==> config.mk <==
export PLATFORM = sky130hd
export DESIGN_NAME = countdown_timer_flat
export DESIGN_NICKNAME = d
export VERILOG_FILES = /design/src/rtl/countdown_timer_if.sv /design/src/rtl/countdown_timer.sv /design/src/flat_wrapper.sv
export SDC_FILE = /design/constraint.sdc
export NUM_CORES = 1
export LEC_CHECK = 0
export CAP_MARGIN = 30
export CORE_UTILIZATION = 53
export DETAILED_ROUTE_END_ITERATION = 8
export PLACE_DENSITY_LB_ADDON = 0.15
export SLEW_MARGIN = 20
export SYNTH_ARGS = -nofsm -noshare
export SYNTH_HDL_FRONTEND = slang
export SYNTH_SLANG_ARGS = --single-unit
==> constraint.sdc <==
create_clock -name clk -period 2.6 [get_ports clk]
set_clock_uncertainty 0.2 [all_clocks]
set_input_delay 0.39 -clock clk [delete_from_list [all_inputs] [get_ports clk]]
set_output_delay 0.39 -clock clk [all_outputs]
set_load 0.02 [all_outputs]
==> src/rtl/countdown_timer_if.sv <==
// Control and display bundle for countdown_timer: the board drives en/clr/load/load_val,
// the timer returns the two 7-segment digits and the done LED.
interface countdown_timer_if;
  logic       en;
  logic       clr;
  logic       load;
  logic [6:0] load_val;
  logic [6:0] seg0;
  logic [6:0] seg1;
  logic       led;

  modport master (output en, clr, load, load_val, input seg0, seg1, led);
  modport slave  (input en, clr, load, load_val, output seg0, seg1, led);
endinterface

==> src/rtl/countdown_timer.sv <==
// Two-digit BCD countdown timer (00..99) with prescaled tick, active-low 7-segment outputs
// and a done LED. Optional macro DONE_BLINK_EN blinks the "00" display while done.
module countdown_timer #(
  parameter int TICK_DIV = 12000000,
  parameter int MAX_VAL  = 99
) (
  input  logic              clk,
  input  logic              rst,
  countdown_timer_if.slave  bus
);
  localparam int            PW        = $clog2(TICK_DIV);
  localparam logic [PW-1:0] TICK_LAST = PW'(TICK_DIV - 1);
`ifdef DONE_BLINK_EN
  localparam logic [PW-1:0] HALF_LAST = PW'(TICK_DIV / 2 - 1);
`endif
  localparam logic [6:0]    GLYPH_0   = 7'b1000000;
  localparam logic [6:0]    BLANK     = 7'b1111111;

  typedef enum logic [1:0] {IDLE, RUN, PAUSE, DONE} state_t;

  state_t        state_q, state_d;
  logic [3:0]    tens_q, tens_d;
  logic [3:0]    ones_q, ones_d;
  logic [PW-1:0] presc_q, presc_d;
  logic          led_q, led_d;
  logic [6:0]    seg0_q, seg0_d;
  logic [6:0]    seg1_q, seg1_d;
`ifdef DONE_BLINK_EN
  logic          blink_q, blink_d;
`endif

  function automatic logic [6:0] glyph(input logic [3:0] d);
    logic [6:0] g;
    case (d)
      4'd0:    g = 7'b1000000;
      4'd1:    g = 7'b1111001;
      4'd2:    g = 7'b0100100;
      4'd3:    g = 7'b0110000;
      4'd4:    g = 7'b0011001;
      4'd5:    g = 7'b0010010;
      4'd6:    g = 7'b0000010;
      4'd7:    g = 7'b1111000;
      4'd8:    g = 7'b0000000;
      4'd9:    g = 7'b0010000;
      default: g = BLANK;
    endcase
    return g;
  endfunction

  // Binary-to-BCD split only happens on the load path; counting stays in BCD.
  logic [6:0] sat_val;
  logic [3:0] tens_ld, ones_ld;
  assign sat_val = (bus.load_val > 7'(MAX_VAL)) ? 7'(MAX_VAL) : bus.load_val;
  assign tens_ld = 4'(sat_val / 7'd10);
  assign ones_ld = 4'(sat_val % 7'd10);

  logic value_zero, value_one, tick;
  assign value_zero = (tens_q == 4'd0) && (ones_q == 4'd0);
  assign value_one  = (tens_q == 4'd0) && (ones_q == 4'd1);
  assign tick       = (presc_q == TICK_LAST);

  always_comb begin
    state_d = state_q;
    tens_d  = tens_q;
    ones_d  = ones_q;
    presc_d = presc_q;
    led_d   = led_q;
`ifdef DONE_BLINK_EN
    blink_d = blink_q;
`endif
    if (bus.clr) begin
      state_d = IDLE;
      tens_d  = 4'd0;
      ones_d  = 4'd0;
      presc_d = '0;
      led_d   = 1'b0;
`ifdef DONE_BLINK_EN
      blink_d = 1'b0;
`endif
    end else if (bus.load) begin
      state_d = IDLE;
      tens_d  = tens_ld;
      ones_d  = ones_ld;
      presc_d = '0;
      led_d   = 1'b0;
`ifdef DONE_BLINK_EN
      blink_d = 1'b0;
`endif
    end else begin
      case (state_q)
        IDLE: begin
          presc_d = '0;
          if (bus.en && !value_zero) state_d = RUN;
        end
        RUN: begin
          if (!bus.en) begin
            state_d = PAUSE;
          end else if (tick) begin
            presc_d = '0;
            if (ones_q != 4'd0) begin
              ones_d = ones_q - 4'd1;
            end else begin
              ones_d = 4'd9;
              tens_d = tens_q - 4'd1;
            end
            if (value_one) begin
              state_d = DONE;
              led_d   = 1'b1;
            end
          end else begin
            presc_d = presc_q + 1'b1;
          end
        end
        PAUSE: begin
          if (bus.en) state_d = RUN;
        end
        DONE: begin
          led_d = 1'b1;
`ifdef DONE_BLINK_EN
          // Prescaler is reused as the half-period blink counter.
          if (presc_q == HALF_LAST) begin
            presc_d = '0;
            blink_d = ~blink_q;
          end else begin
            presc_d = presc_q + 1'b1;
          end
`else
          presc_d = '0;
`endif
        end
        default: state_d = IDLE;
      endcase
    end

    seg0_d = glyph(tens_q);
    seg1_d = glyph(ones_q);
`ifdef DONE_BLINK_EN
    if (blink_q) begin
      seg0_d = BLANK;
      seg1_d = BLANK;
    end
`endif
  end

  always_ff @(posedge clk or negedge rst) begin
    if (!rst) begin
      state_q <= IDLE;
      tens_q  <= 4'd0;
      ones_q  <= 4'd0;
      presc_q <= '0;
      led_q   <= 1'b0;
      seg0_q  <= GLYPH_0;
      seg1_q  <= GLYPH_0;
`ifdef DONE_BLINK_EN
      blink_q <= 1'b0;
`endif
    end else begin
      state_q <= state_d;
      tens_q  <= tens_d;
      ones_q  <= ones_d;
      presc_q <= presc_d;
      led_q   <= led_d;
      seg0_q  <= seg0_d;
      seg1_q  <= seg1_d;
`ifdef DONE_BLINK_EN
      blink_q <= blink_d;
`endif
    end
  end

  assign bus.seg0 = seg0_q;
  assign bus.seg1 = seg1_q;
  assign bus.led  = led_q;

endmodule
==> src/flat_wrapper.sv <==
// flat-port wrapper written by rule: the top's interface ports become plain ports
module countdown_timer_flat 
#(
  parameter int TICK_DIV = 12000000,
  parameter int MAX_VAL  = 99
)
  (clk, rst, bus_en, bus_clr, bus_load, bus_load_val, bus_seg0, bus_seg1, bus_led);
  countdown_timer_if bus_i ();
  input  logic clk;
  input  logic rst;
  input wire logic [$bits(bus_i.en)-1:0] bus_en;
  input wire logic [$bits(bus_i.clr)-1:0] bus_clr;
  input wire logic [$bits(bus_i.load)-1:0] bus_load;
  input wire logic [$bits(bus_i.load_val)-1:0] bus_load_val;
  output wire logic [$bits(bus_i.seg0)-1:0] bus_seg0;
  output wire logic [$bits(bus_i.seg1)-1:0] bus_seg1;
  output wire logic [$bits(bus_i.led)-1:0] bus_led;
  assign bus_i.en = bus_en;
  assign bus_i.clr = bus_clr;
  assign bus_i.load = bus_load;
  assign bus_i.load_val = bus_load_val;
  assign bus_seg0 = bus_i.seg0;
  assign bus_seg1 = bus_i.seg1;
  assign bus_led = bus_i.led;
  countdown_timer #(.TICK_DIV(TICK_DIV), .MAX_VAL(MAX_VAL)) u_core (.clk(clk), .rst(rst), .bus(bus_i));
endmodule
==> flow_results.xml, run 1 <==
<?xml version="1.0" encoding="UTF-8"?>
<metrics>
  <group name="sta">
    <metric name="maxSlewViolCount" unit="">0</metric>
    <metric name="hold_viol" unit="">0</metric>
    <metric name="achievable-frequency" unit="GHz">0.315</metric>
    <metric name="setup_ws" unit="ns">-0.577</metric>
    <metric name="finalSetupViolations" unit="">4</metric>
    <metric name="final_min_period_over_clock_period" unit="%">122</metric>
    <metric name="grt_setup_unrepaired" unit="">true</metric>
    <metric name="tightestPinTransition" unit="ns">0.468</metric>
    <metric name="slew_headroom" unit="%">68.8</metric>
    <metric name="finalWorstPathRequiredPeriod" unit="ns">3.18</metric>
  </group>
  <group name="setup_path">
    <metric name="worst_path_max_delay_cell" unit="">sky130_fd_sc_hd__or3_1</metric>
    <metric name="reg2reg_setup_slack" unit="ns">0.12</metric>
    <metric name="crit_path_end" unit="">u_core.ones_q[1]</metric>
    <metric name="r2r_depth" unit="">11</metric>
    <metric name="cp.required" unit="ns">2.63</metric>
    <metric name="timing.critical_path.to_type" unit="">register</metric>
    <metric name="critPathMaxStageDelay" unit="ns">0.36</metric>
    <metric name="timing.setup.critical_path_class" unit="">in2reg</metric>
    <metric name="worst_setup_path_start_kind" unit="">primary input</metric>
    <metric name="worst-path-max-fanout" unit="">4</metric>
    <metric name="regToRegStartpoint" unit="">u_core.presc_q[0]</metric>
    <metric name="arrival_time_worst_endpoint" unit="ns">3.20</metric>
    <metric name="critPathLaunch" unit="">bus_load_val[6]</metric>
    <metric name="worstPathCellList" unit="">buf_8 &gt; nand2_4 &gt; and2_4 &gt; ha_4 &gt; nand3_2 &gt; o21a_1 &gt; o22ai_2 &gt; ha_2 &gt; nand2b_4 &gt; a2111oi_4 &gt; or2_4 &gt; a221oi_4 &gt; nor3_2 &gt; ha_2 &gt; o41ai_2 &gt; o21a_1 &gt; or3_1 &gt; a31oi_1</metric>
    <metric name="reg2reg_to" unit="">u_core.presc_q[15]</metric>
  </group>
  <group name="floorplan">
    <metric name="floorplan.die_area" unit="sq mm">0.00657</metric>
    <metric name="initial_standard_cell_utilization_of_the_core" unit="%">55.6</metric>
    <metric name="core_region_area" unit="sq mm">0.00596</metric>
    <metric name="vertical_extent_of_the_die" unit="um">81.0</metric>
    <metric name="std_cell_rows" unit="">28</metric>
    <metric name="fp.dieW" unit="um">81.0</metric>
    <metric name="boundaryPins" unit="">27</metric>
  </group>
  <group name="synthesis">
    <metric name="seq_area_frac_synth" unit="%">37.1</metric>
    <metric name="yosys.cell_types.count" unit="">59</metric>
    <metric name="most_used_flip_flop_cell_after_synthesis" unit="">sky130_fd_sc_hd__dfrtp_1</metric>
    <metric name="async_sr_flop_fraction" unit="%">100</metric>
    <metric name="netlist_area" unit="sq mm">0.00331</metric>
    <metric name="synth-edff-count" unit="">0</metric>
    <metric name="number_of_instances_in_the_synthesized_netlist" unit="">407</metric>
    <metric name="synth_fp_nets" unit="">437</metric>
    <metric name="number_of_storage_elements_in_the_synthesis_netlist" unit="">49</metric>
    <metric name="avg_synthesized_cell_area" unit="sq um">8.13</metric>
    <metric name="yosys_warnings" unit="">0</metric>
  </group>
  <group name="layout">
    <metric name="antenna_cells" unit="">0</metric>
    <metric name="post_route_cells_drive_above_1_share" unit="%">22.5</metric>
    <metric name="final.fill_count" unit="">480</metric>
    <metric name="final_core_utilization" unit="%">72.6</metric>
    <metric name="most_common_library_cell_in_the_layout_ignoring_fill_and_taps" unit="">sky130_fd_sc_hd__nand2_1</metric>
    <metric name="area.growth.synth_to_final" unit="%">30.7</metric>
    <metric name="num-nets-final" unit="">514</metric>
    <metric name="layout.cells.most_common_list" unit="">sky130_fd_sc_hd__nand2_1, sky130_fd_sc_hd__buf_4, sky130_fd_sc_hd__dfrtp_1</metric>
    <metric name="post_layout_nonfiller_instances" unit="">560</metric>
  </group>
  <group name="place">
    <metric name="finalWeightedCongestion" unit="">0.892</metric>
    <metric name="dp_hpwl" unit="mm">6.10</metric>
    <metric name="io_buffer_count" unit="">26</metric>
    <metric name="dp_cells" unit="">537</metric>
  </group>
  <group name="global_routing">
    <metric name="pin_count_of_the_biggest_net_entering_global_routing" unit="">23</metric>
    <metric name="globalRouteTotalUtil" unit="%">26.4</metric>
    <metric name="grt.overflow.total" unit="">0</metric>
    <metric name="vias_in_the_first_global_route" unit="">3034</metric>
    <metric name="global_route_wire_length_before_repair" unit="mm">13.6</metric>
    <metric name="number_of_antenna_violations_at_the_first_check_in_global_routing" unit="">0</metric>
  </group>
  <group name="detailed_routing">
    <metric name="total_routed_length" unit="mm">8.51</metric>
    <metric name="avgViaCountPerCell" unit="">5.85</metric>
    <metric name="detail_route.first_pass.iterations" unit="">4</metric>
    <metric name="antenna_left" unit="">0</metric>
    <metric name="vias" unit="">3277</metric>
    <metric name="avgRoutedWirePerCell" unit="um">15.2</metric>
    <metric name="initialDrtViolationCount" unit="">145</metric>
    <metric name="post-route-drc-count" unit="">0</metric>
  </group>
  <group name="worst_hold_path">
    <metric name="worst_hold_path.num_cells" unit="">1</metric>
    <metric name="hp-class" unit="">reg2reg</metric>
  </group>
  <group name="clocking">
    <metric name="clock_tree.buffer_depth" unit="">2</metric>
    <metric name="cts_tree" unit="">yes</metric>
    <metric name="cts.root.buffer_cell" unit="">sky130_fd_sc_hd__clkbuf_8</metric>
    <metric name="clock_insertion_delay_worst_skew" unit="ns">0.31</metric>
    <metric name="path_clk_slew" unit="ns">0.10</metric>
    <metric name="cts_made_buffers" unit="">5</metric>
    <metric name="h-tree-depth" unit="">2</metric>
    <metric name="cts.sinks" unit="">49</metric>
  </group>
  <group name="status">
    <metric name="status" unit="">complete, but fails checks</metric>
    <metric name="violations" unit="">negative setup slack</metric>
  </group>
  <group name="power_and_ir_drop">
    <metric name="total_leakage_power" unit="nW">1.91</metric>
    <metric name="max-vdd-ir-drop" unit="V">0.000415</metric>
    <metric name="cellPowerDensity" unit="mW/mm^2">530</metric>
  </group>
  <group name="flow_run">
    <metric name="drv.max_cap_violation_count" unit="">0</metric>
  </group>
</metrics>
-- worst min-delay path by stage --
stage	from	end	slack, ns
2_1_floorplan	rst	u_core.bus.led	-0.11
3_3_place_gp	rst	u_core.bus.seg0[2]	0.17
3_5_place_dp	rst	u_core.bus.seg0[5]	0.17
4_1_cts	u_core.presc_q[18]	u_core.presc_q[18]	0.28
5_1_grt	u_core.presc_q[18]	u_core.presc_q[18]	0.28
6_report	u_core.presc_q[18]	u_core.presc_q[18]	0.28
-- worst max-delay path: cells and delay by family --
family          cells  cell delay (ns)
compound gates      7             0.95
fa+ha+maj           3             0.61
buf+inv             1             0.08
simple gates        7             1.18
-- metal layers --
| metal | wire, um | global-route usage (%) |
|---|---|---|
| met5 | 0 | 0 |
| met2 | 4210 | 45.4 |
| met3 | 274 | 4.38 |
| met4 | 128 | 7.14 |
| met1 | 3900 | 34.2 |
-- kinds of logic (layout without fill, tap and decap cells) --
logic type / count (synthesis) / after routing / synth area share [%]
flops: 49 / 49 / 37.1
simple gates: 189 / 189 / 27.6
compound gates: 113 / 113 / 22.4
mux: 4 / 4 / 1.21
fa+ha+maj: 18 / 18 / 6.80
buf+inv: 31 / 109 / 4.16
xor+xnor: 3 / 3 / 0.794
-- cell usage after synthesis (2+ instances only) --
library cell                n  area [sq um]
sky130_fd_sc_hd__ha_1      18           225
sky130_fd_sc_hd__nor4_1     6          37.5
sky130_fd_sc_hd__o22ai_1    2          12.5
sky130_fd_sc_hd__inv_1     14          52.6
sky130_fd_sc_hd__dfstp_2    2          52.6
sky130_fd_sc_hd__or2_1      2          12.5
sky130_fd_sc_hd__a22oi_1    3          22.5
sky130_fd_sc_hd__buf_6      2          22.5
sky130_fd_sc_hd__nand3_1   18          90.1
sky130_fd_sc_hd__a211oi_1   2          15.0
sky130_fd_sc_hd__nand4_1    3          18.8
sky130_fd_sc_hd__nand2_1   58           218
sky130_fd_sc_hd__and3_1     9          56.3
sky130_fd_sc_hd__nor2_1    44           165
sky130_fd_sc_hd__o211ai_1   2          15.0
sky130_fd_sc_hd__buf_2      2          10.0
sky130_fd_sc_hd__dfrtp_1   47          1180
sky130_fd_sc_hd__a211o_1    2          17.5
sky130_fd_sc_hd__nor3_1    12          60.1
sky130_fd_sc_hd__o21a_1     4          30.0
sky130_fd_sc_hd__mux2i_1    4          40.0
sky130_fd_sc_hd__o41ai_1    4          35.0
sky130_fd_sc_hd__and2_1     5          31.3
sky130_fd_sc_hd__nor3b_1    2          15.0
sky130_fd_sc_hd__clkbuf_1  10          37.5
sky130_fd_sc_hd__xnor2_1    3          26.3
sky130_fd_sc_hd__o21ai_0   42           210
sky130_fd_sc_hd__or2_2      4          25.0
sky130_fd_sc_hd__a21oi_1   21           105
sky130_fd_sc_hd__nand2b_1   7          43.8
sky130_fd_sc_hd__a31oi_1    2          12.5
sky130_fd_sc_hd__nor2b_1   11          68.8
sky130_fd_sc_hd__o21ai_1    3          15.0
sky130_fd_sc_hd__o31ai_1   12          90.1
-- power by group --
part | internal [mW] | total (mW) | switching [mW]
Combinational | 0.422 | 0.888 | 0.466
Sequential | 0.859 | 0.928 | 0.0694
Clock | 0.217 | 0.477 | 0.260
-- state kept, by name, indices dropped and copies added (netlist names) --
name,count
u_core.bus.seg1,7
u_core.ones_q,4
u_core.bus.seg0,7
u_core.tens_q,4
u_core.presc_q,24
u_core.state_q,2
u_core.bus.led,1
-- timing repair --
item	CTS	global route
gates resized for setup	24	14
endpoints found under the hold margin	19	0
endpoints found under the setup margin	6	33
setup buffers	5	9
hold buffers	1	0
pin swaps	12	9
-- per-stage QoR --
step                      instance area, sq um  hold WS, ns  total power, mW  TNS, ns  setup slack [ns]
after global routing                      4330        0.283             2.43    -2.44            -0.646
final                                     4330        0.283             2.29    -1.97            -0.577
after detailed placement                  4020        0.166             1.78    -7.29             -1.54
after floorplan                           3410       -0.106             1.44    -3.31            -0.859
after global placement                    4020        0.166             1.76    -6.84             -1.42
after CTS                                 4190        0.277             2.28    -1.74            -0.519
-- final cells by class --
cell class	instances	area, sq um	share of cell area, %
flip-flops and latches	49	1230	28.4
well taps	75	93.8	2.17
inverters	15	56.3	1.30
clock buffers	7	86.3	2.00
clock inverters	1	7.51	0.174
multi-input cells	327	2100	48.6
repair buffers	86	749	17.3
Power figures use the tool's default switching activity.
==> run 2: changes to the inputs <==
- CORE_ASPECT_RATIO: default -> 1.25
- CTS_CLUSTER_DIAMETER: default -> 80
==> flow_results.xml, run 2 (synthesis results as in run 1) <==
<?xml version="1.0" encoding="UTF-8"?>
<metrics>
  <group name="status">
    <metric name="status" unit="">complete, but fails checks</metric>
    <metric name="violations" unit="">negative setup slack</metric>
  </group>
  <group name="clocking">
    <metric name="cts_tree" unit="">yes</metric>
    <metric name="h-tree-depth" unit="">2</metric>
    <metric name="cts.root.buffer_cell" unit="">sky130_fd_sc_hd__clkbuf_8</metric>
    <metric name="path_clk_slew" unit="ns">0.09</metric>
    <metric name="clock_insertion_delay_worst_skew" unit="ns">0.30</metric>
    <metric name="clock_tree.buffer_depth" unit="">2</metric>
    <metric name="cts_made_buffers" unit="">5</metric>
    <metric name="cts.sinks" unit="">49</metric>
  </group>
  <group name="detailed_routing">
    <metric name="avgViaCountPerCell" unit="">5.68</metric>
    <metric name="antenna_left" unit="">0</metric>
    <metric name="post-route-drc-count" unit="">0</metric>
    <metric name="detail_route.first_pass.iterations" unit="">4</metric>
    <metric name="total_routed_length" unit="mm">8.12</metric>
    <metric name="avgRoutedWirePerCell" unit="um">14.4</metric>
    <metric name="vias" unit="">3199</metric>
    <metric name="initialDrtViolationCount" unit="">152</metric>
  </group>
  <group name="sta">
    <metric name="achievable-frequency" unit="GHz">0.316</metric>
    <metric name="final_min_period_over_clock_period" unit="%">122</metric>
    <metric name="totalNegativeSetupSlack" unit="ns">-2.34</metric>
    <metric name="setup_ws" unit="ns">-0.569</metric>
    <metric name="grt_setup_unrepaired" unit="">true</metric>
    <metric name="finalSetupViolations" unit="">5</metric>
    <metric name="maxSlewViolCount" unit="">0</metric>
    <metric name="hold_viol" unit="">0</metric>
    <metric name="tightestPinTransition" unit="ns">0.496</metric>
    <metric name="slew_headroom" unit="%">66.6</metric>
    <metric name="finalWorstPathRequiredPeriod" unit="ns">3.17</metric>
    <metric name="timing.hold.ws" unit="ns">0.295</metric>
  </group>
  <group name="place">
    <metric name="io_buffer_count" unit="">26</metric>
    <metric name="dp_hpwl" unit="mm">6.10</metric>
    <metric name="dp_cells" unit="">549</metric>
    <metric name="preCtsSetupSlack" unit="ns">-1.51</metric>
    <metric name="finalWeightedCongestion" unit="">0.823</metric>
    <metric name="placement.cell_area" unit="sq mm">0.00405</metric>
  </group>
  <group name="layout">
    <metric name="area.growth.synth_to_final" unit="%">28.8</metric>
    <metric name="layout.cells.most_common_list" unit="">sky130_fd_sc_hd__nand2_1, sky130_fd_sc_hd__buf_4, sky130_fd_sc_hd__dfrtp_1</metric>
    <metric name="final_core_utilization" unit="%">72.3</metric>
    <metric name="post_route_cells_drive_above_1_share" unit="%">21.4</metric>
    <metric name="antenna_cells" unit="">0</metric>
    <metric name="post_layout_nonfiller_instances" unit="">563</metric>
    <metric name="num-nets-final" unit="">510</metric>
    <metric name="post_route_cell_area" unit="sq mm">0.00427</metric>
    <metric name="largest_register_ff_count" unit="">24</metric>
    <metric name="largest_register" unit="">u_core.presc_q</metric>
    <metric name="most_common_library_cell_in_the_layout_ignoring_fill_and_taps" unit="">sky130_fd_sc_hd__nand2_1</metric>
  </group>
  <group name="floorplan">
    <metric name="core_region_area" unit="sq mm">0.00590</metric>
    <metric name="initial_standard_cell_utilization_of_the_core" unit="%">56.2</metric>
    <metric name="fp.dieW" unit="um">72.7</metric>
    <metric name="std_cell_rows" unit="">31</metric>
    <metric name="floorplan.die_area" unit="sq mm">0.00657</metric>
    <metric name="vertical_extent_of_the_die" unit="um">90.4</metric>
    <metric name="boundaryPins" unit="">27</metric>
  </group>
  <group name="setup_path">
    <metric name="worst_setup_path_start_kind" unit="">primary input</metric>
    <metric name="timing.setup.critical_path_class" unit="">in2reg</metric>
    <metric name="timing.critical_path.to_type" unit="">register</metric>
    <metric name="cp.required" unit="ns">2.60</metric>
    <metric name="worst-path-max-fanout" unit="">5</metric>
    <metric name="arrival_time_worst_endpoint" unit="ns">3.17</metric>
  </group>
  <group name="flow_run">
    <metric name="drv.max_cap_violation_count" unit="">0</metric>
  </group>
  <group name="worst_hold_path">
    <metric name="hp-class" unit="">reg2reg</metric>
  </group>
  <group name="power_and_ir_drop">
    <metric name="cellPowerDensity" unit="mW/mm^2">533</metric>
    <metric name="total_leakage_power" unit="nW">1.86</metric>
    <metric name="total_power" unit="mW">2.27</metric>
    <metric name="max-vdd-ir-drop" unit="V">0.000292</metric>
  </group>
  <group name="global_routing">
    <metric name="pin_count_of_the_biggest_net_entering_global_routing" unit="">28</metric>
    <metric name="grt.overflow.total" unit="">0</metric>
    <metric name="global_route_wire_length_before_repair" unit="mm">13.7</metric>
    <metric name="number_of_antenna_violations_at_the_first_check_in_global_routing" unit="">0</metric>
    <metric name="globalRouteTotalUtil" unit="%">26.0</metric>
    <metric name="vias_in_the_first_global_route" unit="">3225</metric>
  </group>
</metrics>
==> run 2: power by group <==
group	switching, mW	internal (mW)	leakage [nW]
Clock	0.241	0.217	0.0455
Combinational	0.467	0.417	1.16
Sequential	0.0697	0.859	0.652
Total	0.778	1.49	1.86
==> run 2: path summary, 6_finish.rpt <==
path | slack (ns) | cells past startpoint | end | start
min in group asynchronous | 0.41 | 3 | u_core.presc_q[1] | rst
max reg2reg | 0.21 | 10 | u_core.presc_q[16] | u_core.presc_q[0]
min reg2reg | 0.30 | 1 | u_core.presc_q[23] | u_core.presc_q[23]
max | -0.57 | 19 | u_core.ones_q[3] | bus_load_val[6]
min | 0.30 | 1 | u_core.presc_q[23] | u_core.presc_q[23]
max in group asynchronous | 1.47 | 3 | u_core.bus.seg1[6] | rst
==> run 2: worst max-delay path: stages <==
cell                        delay (ns)
sky130_fd_sc_hd__buf_8            0.08
sky130_fd_sc_hd__nand2_4          0.04
sky130_fd_sc_hd__and2_4           0.13
sky130_fd_sc_hd__ha_4             0.15
sky130_fd_sc_hd__nand3_2          0.05
sky130_fd_sc_hd__o21a_1           0.13
sky130_fd_sc_hd__o22ai_2          0.07
sky130_fd_sc_hd__ha_2             0.19
sky130_fd_sc_hd__nand2b_4         0.15
sky130_fd_sc_hd__a2111oi_4        0.30
sky130_fd_sc_hd__buf_4            0.18
sky130_fd_sc_hd__o22ai_4          0.07
sky130_fd_sc_hd__buf_4            0.16
sky130_fd_sc_hd__buf_6            0.12
sky130_fd_sc_hd__nor3_1           0.25
sky130_fd_sc_hd__nor4_1           0.12
sky130_fd_sc_hd__nor4_2           0.32
sky130_fd_sc_hd__a211oi_2         0.07
sky130_fd_sc_hd__o41ai_2          0.20
==> run 2: what timing repair did <==
item                       CTS  global route
pin swaps                   12             9
hold endpoints to repair    47             0
setup buffers                2             3
setup endpoints to repair    6            17
hold buffers                 1             0
resized for setup           25            14
==> run 2: area by class of cell <==
type / count / area, sq um
tap: 82 / 103
timing repair buffer: 82 / 693
multi-input combinational: 327 / 2090
fill: 461 / 1630
inverter: 15 / 56.3
sequential: 49 / 1230
clock buffer: 8 / 90.1
==> run 2: metal layers <==
metal / share of wire (%) / up-vias / GRT usage (%)
met1: 41 / 1531 / 29.3
li1: - / 1597 / -
met4: 1.6 / 0 / 11.3
met3: 2.4 / 14 / 3.13
met2: 55 / 57 / 47.7
met5: 0 / - / 0
